## src/rtl/zet_prefetch_queue_pkg.sv

```systemverilog
// rtl/zet_prefetch_queue_pkg.sv - shared constants, FSM encoding and address helper for the prefetch queue
// Contents: reset CS:IP vector, physical address width, request FSM states,
//           word_addr() mapping CS:IP to the 19-bit word address.
package zet_prefetch_queue_pkg;

  localparam logic [15:0] ZET_RESET_CS = 16'hF000;
  localparam logic [15:0] ZET_RESET_IP = 16'hFFF0;
  localparam int          PHYS_W       = 20;

  typedef enum logic [1:0] {
    S_IDLE = 2'd0,  // no request on the bus
    S_REQ  = 2'd1,  // request outstanding, data will be queued
    S_DROP = 2'd2   // request outstanding, data will be discarded
  } req_state_e;

  // phys = {cs,4'b0} + ip (mod 2^20); bit 0 of phys is always ip[0] since cs
  // contributes nothing there, so the word address is {cs,3'b0} + ip[15:1].
  function automatic logic [PHYS_W-2:0] word_addr(input logic [15:0] cs, input logic [15:0] ip);
    return {cs, 3'b000} + {4'b0000, ip[15:1]};
  endfunction

endpackage

```

## src/rtl/zet_prefetch_queue_if.sv

```systemverilog
// rtl/zet_prefetch_queue_if.sv - memory read request/ack bus between the prefetch queue and memory
// Signals: mem_req (request, held until ack), mem_adr (word address),
//          mem_ack (read complete), mem_dat (read data, low byte at even address).
// Modports: master = prefetch queue, slave = memory.
interface zet_prefetch_queue_if;
  import zet_prefetch_queue_pkg::*;

  logic              mem_req;
  logic [PHYS_W-2:0] mem_adr;
  logic              mem_ack;
  logic [15:0]       mem_dat;

  modport master (output mem_req, output mem_adr, input mem_ack, input mem_dat);
  modport slave  (input mem_req, input mem_adr, output mem_ack, output mem_dat);

endinterface

```

## src/rtl/zet_prefetch_buf.sv

```systemverilog
// rtl/zet_prefetch_buf.sv - DEPTH-byte circular store with 2-byte write and 2-byte read ports
// Ports: clk, rst (async active-low), clr (empty the store),
//        push_n/push_dat (0-2 bytes in, first byte in [7:0]),
//        pop (requested bytes out), pop_eff (min(pop, cnt)),
//        cnt/cnt_nxt (current/next byte count), rd_dat (head byte in [7:0]).
module zet_prefetch_buf #(
  parameter int DEPTH = 6,
  parameter int CNT_W = 4
) (
  input  logic             clk,
  input  logic             rst,
  input  logic             clr,
  input  logic [1:0]       push_n,
  input  logic [15:0]      push_dat,
  input  logic [1:0]       pop,
  output logic [1:0]       pop_eff,
  output logic [CNT_W-1:0] cnt,
  output logic [CNT_W-1:0] cnt_nxt,
  output logic [15:0]      rd_dat
);

  localparam int PTR_W = $clog2(DEPTH);

  logic [7:0]       mem [DEPTH];
  logic [PTR_W-1:0] rd_ptr, wr_ptr;
  logic [PTR_W-1:0] rd_ptr1, wr_ptr1;
  logic [PTR_W-1:0] rd_ptr_nxt, wr_ptr_nxt;

  // Pointer advance mod DEPTH; DEPTH need not be a power of two.
  function automatic logic [PTR_W-1:0] ptr_add(input logic [PTR_W-1:0] p, input logic [1:0] n);
    logic [PTR_W:0] s;
    s = {1'b0, p} + {{(PTR_W-1){1'b0}}, n};
    if (s >= (PTR_W+1)'(DEPTH)) s = s - (PTR_W+1)'(DEPTH);
    return s[PTR_W-1:0];
  endfunction

  assign rd_ptr1 = ptr_add(rd_ptr, 2'd1);
  assign wr_ptr1 = ptr_add(wr_ptr, 2'd1);

  assign pop_eff    = (CNT_W'(pop) > cnt) ? cnt[1:0] : pop;
  assign cnt_nxt    = clr ? '0 : cnt + CNT_W'(push_n) - CNT_W'(pop_eff);
  assign rd_ptr_nxt = clr ? '0 : ptr_add(rd_ptr, pop_eff);
  assign wr_ptr_nxt = clr ? '0 : ptr_add(wr_ptr, push_n);

  always_ff @(posedge clk or negedge rst) begin
    if (!rst) begin
      rd_ptr <= '0;
      wr_ptr <= '0;
      cnt    <= '0;
    end else begin
      rd_ptr <= rd_ptr_nxt;
      wr_ptr <= wr_ptr_nxt;
      cnt    <= cnt_nxt;
    end
  end

  // Storage needs no reset: lanes beyond cnt are masked on the read side.
  always_ff @(posedge clk) begin
    if (!clr) begin
      if (push_n != 2'd0) mem[wr_ptr]  <= push_dat[7:0];
      if (push_n == 2'd2) mem[wr_ptr1] <= push_dat[15:8];
    end
  end

  assign rd_dat[7:0]  = (cnt != '0)          ? mem[rd_ptr]  : 8'h00;
  assign rd_dat[15:8] = (cnt >= CNT_W'(2))   ? mem[rd_ptr1] : 8'h00;

endmodule

```

## src/rtl/zet_prefetch_queue.sv

```systemverilog
// rtl/zet_prefetch_queue.sv - byte-wide instruction prefetch queue for the Zet fetch front end
// Ports: clk, rst (async active-low), flush/flush_cs/flush_ip (restart fetch),
//        mem (zet_prefetch_queue_if.master: mem_req/mem_adr/mem_ack/mem_dat),
//        pop (bytes consumed), q_cnt (bytes valid), q_dat (head byte in [7:0]),
//        cur_ip (IP of head byte).
// Option: ZET_PREFETCH_STATS_EN adds stall_cnt and flush_cnt (saturating).
module zet_prefetch_queue
  import zet_prefetch_queue_pkg::*;
#(
  parameter int DEPTH = 6,
  parameter int CNT_W = 4
) (
  input  logic                        clk,
  input  logic                        rst,
  input  logic                        flush,
  input  logic [15:0]                 flush_cs,
  input  logic [15:0]                 flush_ip,
  zet_prefetch_queue_if.master        mem,
  input  logic [1:0]                  pop,
  output logic [CNT_W-1:0]            q_cnt,
  output logic [15:0]                 q_dat,
  output logic [15:0]                 cur_ip
`ifdef ZET_PREFETCH_STATS_EN
  ,
  output logic [15:0]                 stall_cnt,
  output logic [15:0]                 flush_cnt
`endif
);

  req_state_e        state, state_nxt;
  logic [15:0]       cs, fetch_ip;
  logic [15:0]       cs_nxt, fetch_ip_nxt;
  logic [PHYS_W-2:0] adr_q;
  logic              push;
  logic [1:0]        push_n;
  logic [15:0]       push_dat;
  logic [1:0]        pop_eff;
  logic [CNT_W-1:0]  cnt_nxt;
  logic              space_ok;
  logic              issue;

  zet_prefetch_buf #(.DEPTH(DEPTH), .CNT_W(CNT_W)) u_buf (
    .clk      (clk),
    .rst      (rst),
    .clr      (flush),
    .push_n   (push_n),
    .push_dat (push_dat),
    .pop      (pop),
    .pop_eff  (pop_eff),
    .cnt      (q_cnt),
    .cnt_nxt  (cnt_nxt),
    .rd_dat   (q_dat)
  );

  // Decided on post-edge occupancy so a request can go out the cycle right
  // after an ack or a freeing pop, while mem_req itself stays registered.
  assign space_ok = (cnt_nxt <= CNT_W'(DEPTH - 2));

  always_ff @(posedge clk or negedge rst) begin
    if (!rst) state <= S_IDLE;
    else      state <= state_nxt;
  end

  always_comb begin
    state_nxt = state;
    case (state)
      S_IDLE: state_nxt = space_ok ? S_REQ : S_IDLE;
      S_REQ: begin
        if (mem.mem_ack) state_nxt = space_ok ? S_REQ : S_IDLE;
        else if (flush)  state_nxt = S_DROP;  // bus cannot abort; discard later
      end
      S_DROP: begin
        if (mem.mem_ack) state_nxt = space_ok ? S_REQ : S_IDLE;
      end
      default: state_nxt = S_IDLE;
    endcase
  end

  always_comb begin
    mem.mem_req = (state != S_IDLE);
    // Data returned in a flush cycle belongs to the old stream.
    push        = (state == S_REQ) && mem.mem_ack && !flush;
    push_n      = push ? (fetch_ip[0] ? 2'd1 : 2'd2) : 2'd0;
    push_dat    = fetch_ip[0] ? {8'h00, mem.mem_dat[15:8]} : mem.mem_dat;
  end

  assign mem.mem_adr = adr_q;

  // A fresh address is latched only when a new request starts; an outstanding
  // request keeps its address even if a flush moves CS:IP.
  assign issue        = (state_nxt == S_REQ) && ((state == S_IDLE) || mem.mem_ack);
  assign cs_nxt       = flush ? flush_cs : cs;
  assign fetch_ip_nxt = flush ? flush_ip : fetch_ip + {14'd0, push_n};

  always_ff @(posedge clk or negedge rst) begin
    if (!rst) begin
      cs       <= ZET_RESET_CS;
      fetch_ip <= ZET_RESET_IP;
      cur_ip   <= ZET_RESET_IP;
      adr_q    <= '0;
    end else begin
      cs       <= cs_nxt;
      fetch_ip <= fetch_ip_nxt;
      cur_ip   <= flush ? flush_ip : cur_ip + {14'd0, pop_eff};
      if (issue) adr_q <= word_addr(cs_nxt, fetch_ip_nxt);
    end
  end

`ifdef ZET_PREFETCH_STATS_EN
  always_ff @(posedge clk or negedge rst) begin
    if (!rst) begin
      stall_cnt <= '0;
      flush_cnt <= '0;
    end else begin
      if (q_cnt == '0 && !flush && stall_cnt != 16'hFFFF) stall_cnt <= stall_cnt + 16'd1;
      if (flush && flush_cnt != 16'hFFFF)                  flush_cnt <= flush_cnt + 16'd1;
    end
  end
`endif

endmodule
```

## src/flat_wrapper.sv

```systemverilog
// flat-port wrapper written by rule: the top's interface ports become plain ports
module zet_prefetch_queue_flat import zet_prefetch_queue_pkg::*;
#(
  parameter int DEPTH = 6,
  parameter int CNT_W = 4
)
  (clk, rst, flush, flush_cs, flush_ip, pop, q_cnt, q_dat, cur_ip, mem_mem_req, mem_mem_adr, mem_mem_ack, mem_mem_dat);
  zet_prefetch_queue_if mem_i ();
  input  logic clk;
  input  logic rst;
  input  logic flush;
  input  logic [15:0] flush_cs;
  input  logic [15:0] flush_ip;
  input  logic [1:0] pop;
  output logic [CNT_W-1:0] q_cnt;
  output logic [15:0] q_dat;
  output logic [15:0] cur_ip;
  output wire logic [$bits(mem_i.mem_req)-1:0] mem_mem_req;
  output wire logic [$bits(mem_i.mem_adr)-1:0] mem_mem_adr;
  input wire logic [$bits(mem_i.mem_ack)-1:0] mem_mem_ack;
  input wire logic [$bits(mem_i.mem_dat)-1:0] mem_mem_dat;
  assign mem_mem_req = mem_i.mem_req;
  assign mem_mem_adr = mem_i.mem_adr;
  assign mem_i.mem_ack = mem_mem_ack;
  assign mem_i.mem_dat = mem_mem_dat;
  zet_prefetch_queue #(.DEPTH(DEPTH), .CNT_W(CNT_W)) u_core (.clk(clk), .rst(rst), .flush(flush), .flush_cs(flush_cs), .flush_ip(flush_ip), .mem(mem_i), .pop(pop), .q_cnt(q_cnt), .q_dat(q_dat), .cur_ip(cur_ip));
endmodule
```

## config.mk

```make
export PLATFORM = sky130hd
export DESIGN_NAME = zet_prefetch_queue_flat
export DESIGN_NICKNAME = d
export VERILOG_FILES = /design/src/rtl/zet_prefetch_queue_pkg.sv /design/src/rtl/zet_prefetch_queue_if.sv /design/src/rtl/zet_prefetch_buf.sv /design/src/rtl/zet_prefetch_queue.sv /design/src/flat_wrapper.sv
export SDC_FILE = /design/constraint.sdc
export NUM_CORES = 1
export LEC_CHECK = 0
export ABC_AREA = 1
export ABC_CLOCK_PERIOD_IN_PS = 3500
export BUFFER_PORTS_ARGS = -buffer_cell sky130_fd_sc_hd__clkbuf_2
export CAP_MARGIN = 20
export CORE_ASPECT_RATIO = 0.8
export CORE_MARGIN = 4
export CORE_UTILIZATION = 50
export CTS_CLUSTER_DIAMETER = 80
export DETAILED_ROUTE_END_ITERATION = 6
export PLACE_DENSITY = 0.73
export SLEW_MARGIN = 0
export SYNTH_ARGS = -nofsm -noshare
export SYNTH_HDL_FRONTEND = slang
export SYNTH_SLANG_ARGS = --single-unit
```

## constraint.sdc

```tcl
create_clock -name clk -period 3.5 [get_ports clk]
set_input_delay 0.175 -clock clk [delete_from_list [all_inputs] [get_ports clk]]
set_output_delay 0.175 -clock clk [all_outputs]
set_load 0.05 [all_outputs]
```

==> results of run 1 <==
==> cell usage in the layout (no fill, tap or decap), types with 23 or more instances in the layout <==
cell type	n
nand2_1	337
inv_1	115
clkbuf_2	108
nor2_1	91
o21ai_0	90
nand3_1	87
a21oi_1	58
dfrtp_1	49
edfxtp_1	48
ha_1	28
dfstp_2	28
nand4_1	27
buf_4	23
==> power by group through the flow <==
stage	Combinational, uW	Sequential (uW)	Clock (uW)
after global placement	3990	2070	0
final	4200	2050	1730
after global routing	4620	2090	1810
after floorplan	2550	2590	0
after CTS	4090	2050	1740
after detailed placement	4060	2070	0
==> layout make-up <==
cell class / instances / area [sq um]
Tap cell: 215 / 269.0
Clock inverter: 8 / 76.32
Fill cell: 1436 / 6086
Inverter: 126 / 484.2
Timing Repair Buffer: 144 / 857.1
Multi-Input combinational cell: 830 / 4324
Sequential cell: 127 / 3456
Clock buffer: 24 / 504.2
==> cells in the mapped netlist, types with 3 or more instances <==
cell,n
xor2_1,5
xnor2_1,8
nand3_2,5
nand2_2,7
buf_2,6
nand3b_1,3
nand2_1,341
o21ai_1,10
nor2_2,3
nor2_1,93
buf_4,6
nor3_1,7
or2_2,4
o22ai_1,5
dfstp_2,28
inv_1,118
nand4_1,27
o21ai_2,9
dfrtp_1,51
inv_2,4
clkbuf_1,19
o21ai_0,96
fa_1,7
edfxtp_1,48
nand3_1,89
nand2_4,3
ha_1,31
a21oi_1,62
==> registers in the layout, summed over array words and instances, names as in the netlist <==
register / flops
u_core.cs: 16
u_core.cur_ip: 16
u_core.fetch_ip: 16
u_core.mem.mem_adr: 19
u_core.state: 2
u_core.u_buf.cnt: 4
u_core.u_buf.mem: 48
u_core.u_buf.rd_ptr: 3
u_core.u_buf.wr_ptr: 3
==> layer usage <==
layer | vias to the layer above | GRT usage | part of all wire
met2 | 360 | 0.3316 | 0.40
met1 | 3702 | 0.3909 | 0.48
li1 | 3942 | - | -
met4 | 0 | 0.05509 | 0.015
met5 | - | 0 | 0
met3 | 38 | 0.06543 | 0.10
==> stage by stage <==
step	utilization	hold slack [ns]
6_report	0.6210	0.007958
5_1_grt	0.6210	0.007887
4_1_cts	0.6096	0.002721
3_5_place_dp	0.5682	0.3919
3_3_place_gp	0.5676	0.3891
2_1_floorplan	-	-0.1206
==> tightest hold or removal path, delay by kind of cell <==
kind                   cells  cell delay (ns)
buffers and inverters      1             0.07
AND/OR/NAND/NOR            2             0.13
==> repair_timing <==
| item | in CTS | in global routing |
|---|---|---|
| setup buffers | 0 | 4 |
| endpoints found under the setup margin | 5 | 25 |
| hold buffers | 8 | 0 |
| gates resized for setup | 2 | 35 |
| pin swaps | 0 | 11 |
| endpoints found under the hold margin | 58 | 0 |
==> cells by family after synthesis <==
family                   after synthesis  synth area share
XOR/XNOR                              13           0.01365
AND/OR/NAND/NOR                      587            0.3049
adder cells (fa/ha/maj)               38           0.06330
flip-flops                           127            0.4140
AO/OA/AOI/OAI                        192            0.1231
buffers and inverters                162           0.08099
==> final timing paths <==
check | start | end | slack (ns) | cells after the start
max | u_core.u_buf.cnt[1] | u_core.mem.mem_adr[5] | 0.13 | 18
min | flush_cs[4] | u_core.cs[4] | 0.008 | 3
max reg2reg | u_core.u_buf.cnt[1] | u_core.mem.mem_adr[5] | 0.13 | 18
min reg2reg | u_core.cs[11] | u_core.cs[11] | 0.48 | 2
max in group asynchronous | rst | u_core.cs[12] | 2.74 | 3
min in group asynchronous | rst | u_core.u_buf.rd_ptr[1] | 0.14 | 2
==> results.toml, run 1 <==
[setup_path]
critPathBufInv = 4
end_kind = "flip-flop"
crit_chain = "inv_1 > ha_1 > a21oi_1 > o21ai_2 > nand2_1 > o21a_1 > inv_2 > fa_1 > fa_1 > inv_1 > nor2_1 > nor2_1 > nor2_1 > nor3_2 > nand2_2 > buf_8 > nand2_1 > o21ai_0"
required_ns = 3.79
cp-start-kind = "flip-flop"
cp_slowest_cell = "fa_1"
critPathMostFrequentCell = "nor2_1"
slowest_delay_ns = 0.51
cp.arrival_ns = 3.66
critPathTopFamily = "adder cells"
critPathKind = "flip-flop to flip-flop"
critPathMaxFanout = 16

[grt]
grt_max_degree = 80
track_usage = 0.2462
gr-total-overflow = 0
grt_pass1_wl_mm = 37.05
antenna_found_initial = 0
grt_pass1_vias = 7052

[logic_synthesis]
synth_edf_count = 48
syn-mean-instance-area_sq_um = 7.455
yosysTopAreaCell = "edfxtp_1"
ys_ff_latch = 127
seq_area_frac_synth = 0.4140
synthesis.nets = 1211
synthesis.area_sq_um = 8342
synth.area.top_cells = "edfxtp_1, nand2_1, dfrtp_1, dfstp_2, o21ai_0"
yosys.area.top_type_share = 0.1728
synth_cell_type_count = 44
yosys_warnings = 0
ys_async_sr_fraction = 0.6220
postSynthCellCount = 1119
synth_ff_type = "dfrtp_1"

[sta]
maxSlewViolCount = 0
fmax_ghz = 0.2970
setup_violations = 0
fin_ws_ns = 0.1325
tightestPinTransition_ns = 0.9452
tns_ns = 0
rsz0062_at_grt = "yes"
finClkSkew_ns = 0.008445
period_needed_ns = 3.368
slew_headroom = 0.3650
hold_viol = 0
final.period_utilization = 0.9622

[placement]
dp_cells = 1429
port_buffers = 109
place_area_sq_um = 9124
dp_hpwl_mm = 17.43
gp_congestion = 0.9284
place_ws_ns = -0.1698

[cts]
htree_levels = 4
cts_tree = "done"
clockRootBuffer = "clkbuf_16"
numCtsBuffers = 17
clk_latency_ns = 0.42
clkTransAtPathRegs_ns = 0.06
clockBufferDepth = 2
clkSinkCount = 127

[cells_and_area]
area_delta_synth_final_pct = 19.53
final-instance-count-excl-fill = 1474
diodes = 0
num-nets-final = 1338
finalInstanceArea_sq_um = 9971
drive_above_1_share = 0.2065

[die]
die_w_microns = 152.4
dieHeight_microns = 123.5
floorplan.rows = 41
core_sq_um = 16060
ios = 110
start_util = 0.5195
die-area_sq_um = 18830

[job]
cap_viol_max_count = 0

[routing]
firstDrtPassIters = 5
drc = 0
wl_mm = 23.53
drtAntennaViolNets = 0
vias = 8042
drt-initial-drc-count = 802
viasPerCell = 5.456
wl_per_cell_microns = 15.96

[power]
powerDensity_nw_per_um2 = 800.6
p_leak_uw = 0.004973
combinationalPowerShare = 0.526
switching_share = 0.4890
power_frac_seq = 0.257
clock_power_share = 0.217
ir_drop_mv = 0.4631
p_switching_uw = 3903
p_int_uw = 4079
total_power_uw = 7983

[min_path]
hold_class = "input port to flip-flop"

[run_status]
status = "finished clean"
No activity file was read; power rests on OpenSTA's default activity.
==> run 2, diff against run 1 <==
--- a/config.mk
+++ b/config.mk
@@ -14,7 +14,8 @@
 export CORE_UTILIZATION = 50
 export CTS_CLUSTER_DIAMETER = 80
 export DETAILED_ROUTE_END_ITERATION = 6
-export PLACE_DENSITY = 0.73
+export MAX_ROUTING_LAYER = met4
+export PLACE_DENSITY = 0.8
 export SLEW_MARGIN = 0
 export SYNTH_ARGS = -nofsm -noshare
 export SYNTH_HDL_FRONTEND = slang
==> results.toml, run 2 (same netlist as run 1, synthesis figures left out) <==
[die]
dieHeight_microns = 123.5
die-area_sq_um = 18830
die_w_microns = 152.4
core_sq_um = 16060
floorplan.rows = 41
start_util = 0.5195
ios = 110

[sta]
period_needed_ns = 3.334
maxSlewViolCount = 0
final.period_utilization = 0.9527
tns_ns = 0
setup_violations = 0
slew_headroom = 0.3304
tightestPinTransition_ns = 0.9940
rsz0062_at_grt = "yes"
finClkSkew_ns = 0.01491
fmax_ghz = 0.2999
hold_viol = 0

[placement]
dp_cells = 1427
dp_hpwl_mm = 17.56
gp_congestion = 0.9331
port_buffers = 109

[cts]
clkSinkCount = 127
clockRootBuffer = "clkbuf_16"
clkTransAtPathRegs_ns = 0.06
htree_levels = 4
clockBufferDepth = 2
clk_latency_ns = 0.42
cts_tree = "done"
numCtsBuffers = 17

[routing]
viasPerCell = 5.526
drt-initial-drc-count = 961
firstDrtPassIters = 7
vias = 8145
wl_per_cell_microns = 16.46
drc = 0
wl_mm = 24.27
drtAntennaViolNets = 0

[grt]
grt_pass1_wl_mm = 37.94
grt_pass1_vias = 7373
antenna_found_initial = 0
grt_max_degree = 80
gr-total-overflow = 0
track_usage = 0.2585

[cells_and_area]
largest_reg_flops = 48
top_register = "u_core.u_buf.mem"
layout_commonest_cell = "nand2_1"
final-instance-count-excl-fill = 1474
fill_cells = 1322
area_delta_synth_final_pct = 20.23
num-nets-final = 1338
final_cell_mix = "nand2_1, inv_1, clkbuf_2"
diodes = 0
drive_above_1_share = 0.2176
multi_input_area_sq_um = 4368
regArea_sq_um = 3456

[setup_path]
critPathMaxFanout = 18
rr_worst_depth = 17
critPathKind = "flip-flop to flip-flop"
required_ns = 3.84
r2r_start = "u_core.u_buf.cnt[1]"
cp.arrival_ns = 3.67
startpoint = "u_core.u_buf.cnt[1]"
r2r-end = "u_core.mem.mem_adr[9]"
cp-start-kind = "flip-flop"
rrSetupSlack_ns = 0.17
end_kind = "flip-flop"

[power]
ir_drop_mv = 0.5049
p_int_uw = 4151
clock_power_share = 0.220
switching_share = 0.4926
powerDensity_nw_per_um2 = 815.7
p_switching_uw = 4030
combinationalPowerShare = 0.528
power_frac_seq = 0.252
total_power_uw = 8182
p_leak_uw = 0.004980

[min_path]
hold_depth = 3
holdCritStartpoint = "flush_cs[11]"
hold_class = "input port to flip-flop"
hold_path_end = "u_core.cs[11]"

[run_status]
status = "finished clean"

[job]
cap_viol_max_count = 0
run 2: cell types whose count changed in the layout (fill, tap and decap cells not counted), moves of 3 or more:
cell	change
nor2_1	-4
inv_6	+3
nor2_2	+4
clkbuf_1	-4
run 2: power by group through the flow:
stage / registers, uW / clock network [uW] / logic [uW]
after floorplan: 2590 / 0 / 2550
after global placement: 2080 / 0 / 4000
after detailed placement: 2080 / 0 / 4100
after CTS: 2060 / 1800 / 4160
after global routing: 2090 / 1860 / 4750
final: 2060 / 1800 / 4320
run 2: layout make-up:
type                       instances  area share
multi-input combinational        830      0.4355
clock inverter                    13     0.01335
tap                              215     0.02682
inverter                         126     0.04815
clock buffer                      19     0.04628
sequential                       127      0.3446
timing repair buffer             144     0.08533
run 2: worst max path at each step:
stage          depth (start not counted)  slack (ns)                     end
2_1_floorplan                         20        0.02  u_core.mem.mem_adr[18]
3_3_place_gp                          20        0.04  u_core.mem.mem_adr[12]
3_5_place_dp                          23       -0.12  u_core.mem.mem_adr[16]
4_1_cts                               24        0.01  u_core.mem.mem_adr[11]
5_1_grt                               23       -0.06  u_core.mem.mem_adr[14]
6_report                              17        0.17   u_core.mem.mem_adr[9]
run 2: per-layer routing:
layer  routed length (microns)  global-route usage
met5                         0                   -
met4                       304             0.04341
met1                     11060              0.3831
met2                     10300              0.3640
met3                      2605             0.06613
run 2: worst max-delay path, cell delays in order, from the launching register on:
cell and delay, ns:
dfrtp_2 0.41, inv_1 0.07, ha_1 0.23, a21oi_1 0.19, o21ai_2 0.11, nand2_1 0.08, o21a_1 0.15, inv_2 0.07
fa_2 0.60, fa_1 0.39, inv_1 0.08, nor2_2 0.05, nor2_2 0.11, nor2_2 0.06, nor3_2 0.14, nand2_2 0.16
buf_12 0.19, o21ai_0 0.17
run 2: metrics by stage:
stage / util / worst slack [ns] / hold WS [ns] / cell area [sq um]
2_1_floorplan: - / 0.02153 / -0.1206 / 8344
3_3_place_gp: 0.5674 / 0.03580 / 0.3926 / 9111
3_5_place_dp: 0.5682 / -0.1248 / 0.3931 / 9124
4_1_cts: 0.6126 / 0.009570 / 0.005534 / 9836
5_1_grt: 0.6246 / -0.05734 / 0.01627 / 10030
6_report: 0.6246 / 0.1656 / 0.01813 / 10030
run 2: timing repair:
item | in CTS | in global routing
endpoints found under the hold margin | 60 | 0
buffers inserted | 0 | 5
gates resized for setup | 5 | 49
hold buffers | 10 | 0
endpoints found under the setup margin | 10 | 20
pin swaps | 0 | 14
==> run 3, diff against run 2 <==
--- a/config.mk
+++ b/config.mk
@@ -9,13 +9,14 @@
 export ABC_CLOCK_PERIOD_IN_PS = 3500
 export BUFFER_PORTS_ARGS = -buffer_cell sky130_fd_sc_hd__clkbuf_2
 export CAP_MARGIN = 20
-export CORE_ASPECT_RATIO = 0.8
+export CORE_ASPECT_RATIO = 1.75
 export CORE_MARGIN = 4
 export CORE_UTILIZATION = 50
 export CTS_CLUSTER_DIAMETER = 80
 export DETAILED_ROUTE_END_ITERATION = 6
 export MAX_ROUTING_LAYER = met4
 export PLACE_DENSITY = 0.8
+export SKIP_LAST_GASP = 1
 export SLEW_MARGIN = 0
 export SYNTH_ARGS = -nofsm -noshare
 export SYNTH_HDL_FRONTEND = slang
==> results.toml, run 3 (same netlist as run 1, synthesis figures left out) <==
[setup_path]
cp.arrival_ns = 3.74
end_kind = "flip-flop"
cp-start-kind = "flip-flop"
required_ns = 3.81
critPathMaxFanout = 6
rrSetupSlack_ns = 0.07
critPathKind = "flip-flop to flip-flop"

[cells_and_area]
diodes = 0
layout_commonest_cell = "nand2_1"
fill_cells = 1398
finalInstanceArea_sq_um = 10100
multi_input_area_sq_um = 4384
area_delta_synth_final_pct = 21.13
num-nets-final = 1346
drive_above_1_share = 0.2234
top_register = "u_core.u_buf.mem"
regArea_sq_um = 3456
final_cell_mix = "nand2_1, inv_1, clkbuf_2"
largest_reg_flops = 48

[sta]
maxSlewViolCount = 0
setup_violations = 0
tightestPinTransition_ns = 0.7149
tns_ns = 0
fin_ws_ns = 0.06513
finClkSkew_ns = 0.01119
hold_viol = 1
final.period_utilization = 0.9814
slew_headroom = 0.5234
fmax_ghz = 0.2911
period_needed_ns = 3.435
holdWs_ns = -0.0008743

[die]
dieHeight_microns = 178.9
ios = 110
core_sq_um = 16370
die-area_sq_um = 18900
floorplan.rows = 62
start_util = 0.5096
die_w_microns = 105.6

[routing]
drtAntennaViolNets = 0
viasPerCell = 5.448
wl_mm = 24.90
firstDrtPassIters = 5
wl_per_cell_microns = 16.70
drc = 0
vias = 8123
drt-initial-drc-count = 462

[power]
p_leak_uw = 0.005017
powerDensity_nw_per_um2 = 837.0
ir_drop_mv = 0.5010

[grt]
track_usage = 0.2732
gr-total-overflow = 0
grt_max_degree = 54
grt_pass1_vias = 7969
grt_pass1_wl_mm = 39.23
antenna_found_initial = 0

[min_path]
hold_class = "input port to flip-flop"

[cts]
clockBufferDepth = 2
clkTransAtPathRegs_ns = 0.06
numCtsBuffers = 17
clkSinkCount = 127
htree_levels = 4
cts_tree = "done"
clk_latency_ns = 0.42
clockRootBuffer = "clkbuf_16"

[placement]
gp_congestion = 1.011
place_area_sq_um = 9218
dp_hpwl_mm = 18.41
port_buffers = 109
place_ws_ns = -0.003091

[run_status]
status = "finished, violations left"
violations = "negative hold slack"

[job]
cap_viol_max_count = 0
## run 3: changes by cell type in the layout (fill, tap and decap cells not counted), moves of 3 or more
cell / previous run / this run
dlygate4sd3_1: 10 / 5
ha_2: 3 / 0
clkinv_2: 5 / 2
buf_4: 23 / 34
a21oi_2: 4 / 7
ha_4: 2 / 6
a21oi_1: 58 / 55
## run 3: metrics by stage
step / std cells / total power [uW] / hold slack [ns] / util
2_1_floorplan: 1119 / 5140 / -0.1206 / -
3_3_place_gp: 1445 / 6279 / 0.2626 / 0.5624
3_5_place_dp: 1447 / 6366 / 0.2714 / 0.5631
4_1_cts: 1484 / 8125 / 0.0009288 / 0.6013
5_1_grt: 1491 / 8976 / 0.002241 / 0.6173
6_report: 1491 / 8458 / -0.0008743 / 0.6173
## run 3: where the power goes
part | leakage [uW] | internal, uW | switching (uW)
sequential | 0.00136 | 1850 | 186
clock | 0.000282 | 1010 | 725
combinational | 0.00338 | 1390 | 3300
## run 3: worst max-delay path, stage by stage, from the launching register on
cell and delay (ns):
dfrtp_2 0.38, inv_2 0.06, ha_4 0.27, inv_1 0.04, nor2_1 0.17, o21ai_2 0.12, nand2_1 0.08, o21a_1 0.15
inv_2 0.06, fa_2 0.56, fa_1 0.42, inv_1 0.08, nor2_2 0.05, nor2_1 0.13, nor2_1 0.06, nor3_2 0.22
nand2_4 0.17, clkbuf_16 0.20, nand2_1 0.06, nand2_1 0.06
## run 3: area by class of cell
type	count	area share
clock buffer	18	0.04346
clock inverter	14	0.01288
inverter	126	0.04780
multi-input combinational	830	0.4339
sequential	127	0.3420
tap	224	0.02774
timing repair buffer	152	0.09225
## run 3: routing by layer
layer  wire, microns  up-vias  GRT usage
met3            1097      112    0.04000
li1                -     3967          -
met4            1798        0     0.1756
met2           13670      305     0.5083
met5               0        -          -
met1            8329     3739     0.2603
## run 3: repair_timing
action                                 CTS  global route
gates cloned                             0             3
endpoints found under the hold margin   31             0
resized for setup                        3            47
buffers inserted                         0             4
pin swaps                                0            14
setup endpoints to repair               14            20
hold buffers                             5             0
## run 3: worst paths after layout
kind | cells past startpoint | endpoint | from
hold reg to reg | 2 | u_core.cs[5] | u_core.cs[5]
hold / removal | 3 | u_core.cur_ip[11] | flush_ip[11]
setup / recovery | 19 | u_core.mem.mem_adr[3] | u_core.u_buf.cnt[1]
min in group asynchronous | 2 | u_core.cs[7] | rst
setup reg to reg | 19 | u_core.mem.mem_adr[3] | u_core.u_buf.cnt[1]
max in group asynchronous | 3 | u_core.fetch_ip[8] | rst
